### src/rtl/seq_detect_prog.sv
// Programmable serial sequence detector: valid-qualified bit stream in,
// registered one-cycle match pulse and saturating match counter out.
module seq_detect_prog #(
  parameter int               PAT_W   = 4,
  parameter logic [PAT_W-1:0] PAT_RST = 4'b1010,
  parameter logic             OVL_RST = 1'b1,
  parameter int               CNT_W   = 8
) (
  input  logic             clk,
  input  logic             reset,
  input  logic             din_valid,
  input  logic             din,
  input  logic             cfg_load,
  input  logic [PAT_W-1:0] cfg_pattern,
  input  logic             cfg_overlap,
  input  logic             cnt_clr,
  output logic             dout,
  output logic [CNT_W-1:0] match_count,
  output logic             count_sat
);

  localparam int               FILL_W    = $clog2(PAT_W + 1);
  localparam logic [FILL_W-1:0] FILL_FULL = FILL_W'(PAT_W);

  logic [PAT_W-1:0]  pat;
  logic              ovl;
  logic [PAT_W-1:0]  hist;
  logic [FILL_W-1:0] fill;

  logic              acc;
  logic              hit;
  logic [PAT_W-1:0]  hist_n;
  logic [FILL_W-1:0] fill_n;
  logic [PAT_W-1:0]  hist_d;
  logic [FILL_W-1:0] fill_d;
  logic [CNT_W-1:0]  cnt_d;

  function automatic logic [CNT_W-1:0] sat_inc(input logic [CNT_W-1:0] v);
    return (&v) ? v : v + CNT_W'(1);
  endfunction

  function automatic logic [FILL_W-1:0] fill_inc(input logic [FILL_W-1:0] f);
    return (f == FILL_FULL) ? FILL_FULL : f + FILL_W'(1);
  endfunction

  // a bit presented alongside cfg_load is dropped
  always_comb begin
    acc    = din_valid && !cfg_load;
    hist_n = {hist[PAT_W-2:0], din};
    fill_n = fill_inc(fill);
    hit    = acc && (fill_n == FILL_FULL) && (hist_n == pat);

    hist_d = hist;
    fill_d = fill;
    if (cfg_load || (hit && !ovl)) begin
      hist_d = '0;
      fill_d = '0;
    end else if (acc) begin
      hist_d = hist_n;
      fill_d = fill_n;
    end

    cnt_d = match_count;
    if (cnt_clr)
      cnt_d = '0;
    else if (hit)
      cnt_d = sat_inc(match_count);
  end

  // registered outputs: match pulse lands one edge after the final pattern bit
  always_ff @(posedge clk or posedge reset) begin
    if (reset) begin
      pat         <= PAT_RST;
      ovl         <= OVL_RST;
      hist        <= '0;
      fill        <= '0;
      dout        <= 1'b0;
      match_count <= '0;
      count_sat   <= 1'b0;
    end else begin
      if (cfg_load) begin
        pat <= cfg_pattern;
        ovl <= cfg_overlap;
      end
      hist        <= hist_d;
      fill        <= fill_d;
      dout        <= hit;
      match_count <= cnt_d;
      count_sat   <= &cnt_d;
    end
  end

endmodule

### config.mk
export PLATFORM = sky130hd
export DESIGN_NAME = seq_detect_prog
export DESIGN_NICKNAME = d
export VERILOG_FILES = /design/src/rtl/seq_detect_prog.sv
export SDC_FILE = /design/constraint.sdc
export NUM_CORES = 1
export LEC_CHECK = 0
export BUFFER_PORTS_ARGS = -buffer_cell sky130_fd_sc_hd__buf_2
export CORE_MARGIN = 2
export CORE_UTILIZATION = 40
export CTS_BUF_LIST = sky130_fd_sc_hd__clkbuf_4
export DETAILED_ROUTE_END_ITERATION = 7
export GPL_TIMING_DRIVEN = 0
export HOLD_SLACK_MARGIN = 0.08
export PLACE_DENSITY = 0.63
export SYNTH_ARGS = -nofsm -noshare
export SYNTH_HDL_FRONTEND = slang
export SYNTH_SLANG_ARGS = --single-unit
### constraint.sdc
create_clock -name clk -period 2.8 [get_ports clk]
set_input_delay 0.14 -clock clk [delete_from_list [all_inputs] [get_ports clk]]
set_output_delay 0.14 -clock clk [all_outputs]
set_load 0.02 [all_outputs]
-- Word level (Yosys, flattened, before mapping)
Index checks and enable logic that the tools add are counted.
- eq/ne operators: 3
- $add $sub $neg: 2
- shifts and indexed selects: 0
- $mul: 0
- muxes and demuxes: 8
- divide/modulo/power cells: 0
- reduce and logical (&&, ||, !) cells: 10
- bitwise operators: 0
- $lt $le $gt $ge: 0
- operators by type and width (operator ; number):
    $mux 8 ; 3
    $reduce_and 8->1 ; 2
    $mux 3 ; 5
    $add 8x1->8 const B ; 1
    $eq 3x3->1 const B ; 2
    $eq 4x4->1 ; 1
    $logic_and 1x1->1 ; 4
    $add 3x1->3 const B ; 1
    $logic_not 1->1 ; 2
    $reduce_bool 2->1 ; 1
    $logic_or 1x1->1 ; 1
- bits in latches: 0
- output and inout bits: 10
- input port bits: 11
- bits in read-only memories: 0
- memory bits (writable): 0
- flip-flop bits (word level): 21
- memories: 0
- word-level logic and storage cells: 30

-- Longest topological paths before layout
- depth in word-level cells: 8
- mapped depth: 9
- gate-level depth less buffers: 8

-- Least setup slack after synthesis
Ideal clock, no wire load.
- path type: register to register
- from: register fill[0]
- to: register count_sat
- slack: 0.643 ns
- required time: 2.713 ns
- cell stages (with the launch flop): 8
- clock period less this slack: 2.157 ns
- arrival time: 2.070 ns
- buffers on the path: 0
- library setup time: 0.087 ns
- path through: dfrtp_1 -> inv_1 -> ha_1 -> nand2b_1 -> a2111oi_4 -> nand2_2 -> or4_1 -> a211oi_2
- cells in the longest elaborated chain, start to end: 8
- elaborated cells between the ends (all ways): 9
- those cells by class: add/sub (1); eq/ne (2); mux (3); reduce/logical (3)
- ends and longest elaborated chain (item ; line ; RTL):
    start: declaration ; 28 ; logic [FILL_W-1:0] fill;
    start signal: assignment ; 86 ; fill <= fill_d;
    $add 3x1->3 / $eq 3x3->1 (equally long branches) ; 43 ; return (f == FILL_FULL) ? FILL_FULL : f + FILL_W'(1);
    $mux 3 (*) ; 43 ;
    $eq 3x3->1 (*) ; 51 ; hit = acc && (fill_n == FILL_FULL) && (hist_n == pat);
    $logic_and 1x1->1 (*) (2 in a row) ; 51 ;
    $mux 8 (*) ; 66 ; else if (hit)
    $mux 8 (*) ; 64 ; if (cnt_clr)
    $reduce_and 8->1 (*) ; 89 ; count_sat <= &cnt_d;
    end signal: assignment ; 89 ;
    end: declaration ; 19 ; output logic count_sat
Mark *: on every way between the ends. The rest lies on a longest branch, timed or not.
A chain may end at the register's enable or synchronous reset.

-- Final worst setup path
Same ends and word-level chain as after synthesis.

==> out/metrics.csv <==
metric;value;unit
overflow;0;
syn_nets;129;
path_delay_family;simple AND/OR/NAND/NOR gates;
period_minus_slack;2.34;ns
cts_root_buffer;clkbuf_4;
syn_avg_cell_area;10.4;sq um
cts_resized;0;
grt_pass1_wl;4.12;mm
seq_area_frac_synth;44.4;%
synth_cell_types;39;
final_cell_mix;18 x buf_2, 18 x dfrtp_1, 8 x nand2_1, 8 x a21oi_1;
drv_cap;0;
grt_max_degree;22;
worstPathMaxFanout;6;
netlist_area;0.00119;sq mm
p_per_area;388;mW/mm^2
setup-tns-final;0;ns
dr.pass1.iters;4;
area_growth;18.0;%
max-vdd-ir-drop;0.298;mV
cts_buffers;3;
ys_ff_latch;21;
via_per_inst;5.57;
final_util;50.5;%
grt_usage;15.4;%
synth_edf_count;0;
hold_violations;0;
dieArea;0.00343;sq mm
multi_input_area;604;sq um
worst_setup_path_end_kind;register;
port_buffers;17;
drc_errors;0;
avgRoutedWirePerCell;13.1;um
first_global_vias;948;
dr.first_iter.drc_count;23;
status;complete, no violations;
path_class;register to register;
startpoint_type;register;
drive_gt1_share;26.1;%
leakagePower;0.626;nW
power.total;545;uW
clock-sinks;21;
core;0.00278;sq mm
hold_path.class;primary input to register;
antennaDiodeCount;0;
vias;963;
path_buf_inv;1;
async_reset_ff_share;100;%
syn_inst;115;
cp_cell_sequence;inv_1 -> ha_1 -> nand2b_1 -> a2111oi_4 -> nand2_2 -> or4_1 -> a211oi_2;
place_congestion;0.819;
antenna_found_initial;0;
post-dp-hpwl;1.69;mm
ioPinCount;21;
max_freq;427;MHz
regArea;529;sq um
initial_core_util;42.8;%
place_ws;0.479;ns
slowest_stage;or4_1;
rsz0062_at_grt;no;
post-route-period-util;83.6;%
drt-total-wl;2.27;mm
final_area;0.00141;sq mm
clk_pin_slew_worst_paths;0.13;ns
clockBufferDepth;2;
die-height;58.6;um
num-nets-final;157;
synth_flop_cell;dfrtp_1;
postRouteAntennaNets;0;
clk_latency;0.31;ns
worstPathRequired;3.04;ns
setup_slack;0.460;ns
slew_headroom;47.9;%
h-tree-depth;1;
rows;19;
fill_cells;258;
yosys_warnings;0;
maxSlewViolCount;0;
skew;0.00868;ns
setup_violations;0;
tightestPinTransition;0.781;ns
cts_tree;yes;
placedInstanceArea;0.00132;sq mm
cpPeakStageDelay;0.56;ns
crit_arrival;2.58;ns
die_w;58.6;um
==> area by class of cell <==
cell class / count / share of cell area, %
Buffer: 5 / 2.23
Clock buffer: 3 / 1.60
Clock inverter: 1 / 0.534
Inverter: 7 / 1.87
Multi-Input combinational cell: 82 / 43.0
Sequential cell: 21 / 37.7
Tap cell: 31 / 2.76
Timing Repair Buffer: 23 / 10.3
==> logic make-up (layout without fill, tap and decap cells) <==
family,after synthesis,after routing,share of synthesized area [%]
simple gates,40,40,19.0
compound gates,23,23,15.0
flops,21,21,44.4
buf+inv,12,39,4.83
mux,11,11,9.87
xor+xnor,5,5,3.68
fa+ha+maj,3,3,3.15
==> metal layers <==
layer / GRT usage [%] / up-vias / part of all wire [%]
li1: - / 474 / -
met1: 20.8 / 468 / 49
met2: 25.5 / 17 / 47
met3: 2.64 / 4 / 2.6
met4: 4.87 / 0 / 1.1
met5: 0 / - / 0
==> registers in the layout, summed over array words and instances (netlist names) <==
name	flops
match_count	8
pat	4
fill	3
hist	3
count_sat	1
dout	1
ovl	1
==> synth_stat cells (all sizes together), types with 3 or more instances <==
cell    n  area [sq um]
nand2   9          36.3
xnor2   3          26.3
o21ai   3          15.0
a21oi   8          40.0
mux2i   5          50.1
nor2    7          26.3
mux2    6          67.6
o31ai   4          30.0
ha      3          37.5
dfstp   3          78.8
dfrtp  18           450
nand3   4          20.0
or4     4          30.0
inv     7          26.3
buf     4          27.5
==> final timing paths <==
path / startpoint / end / slack [ns] / depth (start not counted)
worst min register to register: pat[2] / pat[2] / 0.56 / 1
worst max-delay path: fill[0] / count_sat / 0.46 / 7
worst max register to register: fill[0] / count_sat / 0.46 / 7
max in group asynchronous: reset / fill[2] / 1.80 / 3
worst min-delay path: cfg_load / ovl / 0.1 / 2
min in group asynchronous: reset / match_count[4] / 0.50 / 3
==> power breakdown <==
group	internal [mW]	switching, mW
sequential	0.317	0.00797
combinational	0.0334	0.0331
clock	0.0544	0.0990
total	0.405	0.140
==> through the flow <==
step | std cells | hold slack, ns
floorplan | 115 | 0.114
global placement | 163 | 0.331
detailed placement | 163 | 0.345
CTS | 173 | 0.0883
global route | 173 | 0.0823
finish | 173 | 0.0969
==> timing repair <==
action | in CTS | in global routing
endpoints found under the hold margin | 23 | 0
hold buffers | 6 | 0
setup buffers | 0 | 0
Power figures use the tool's default switching activity.
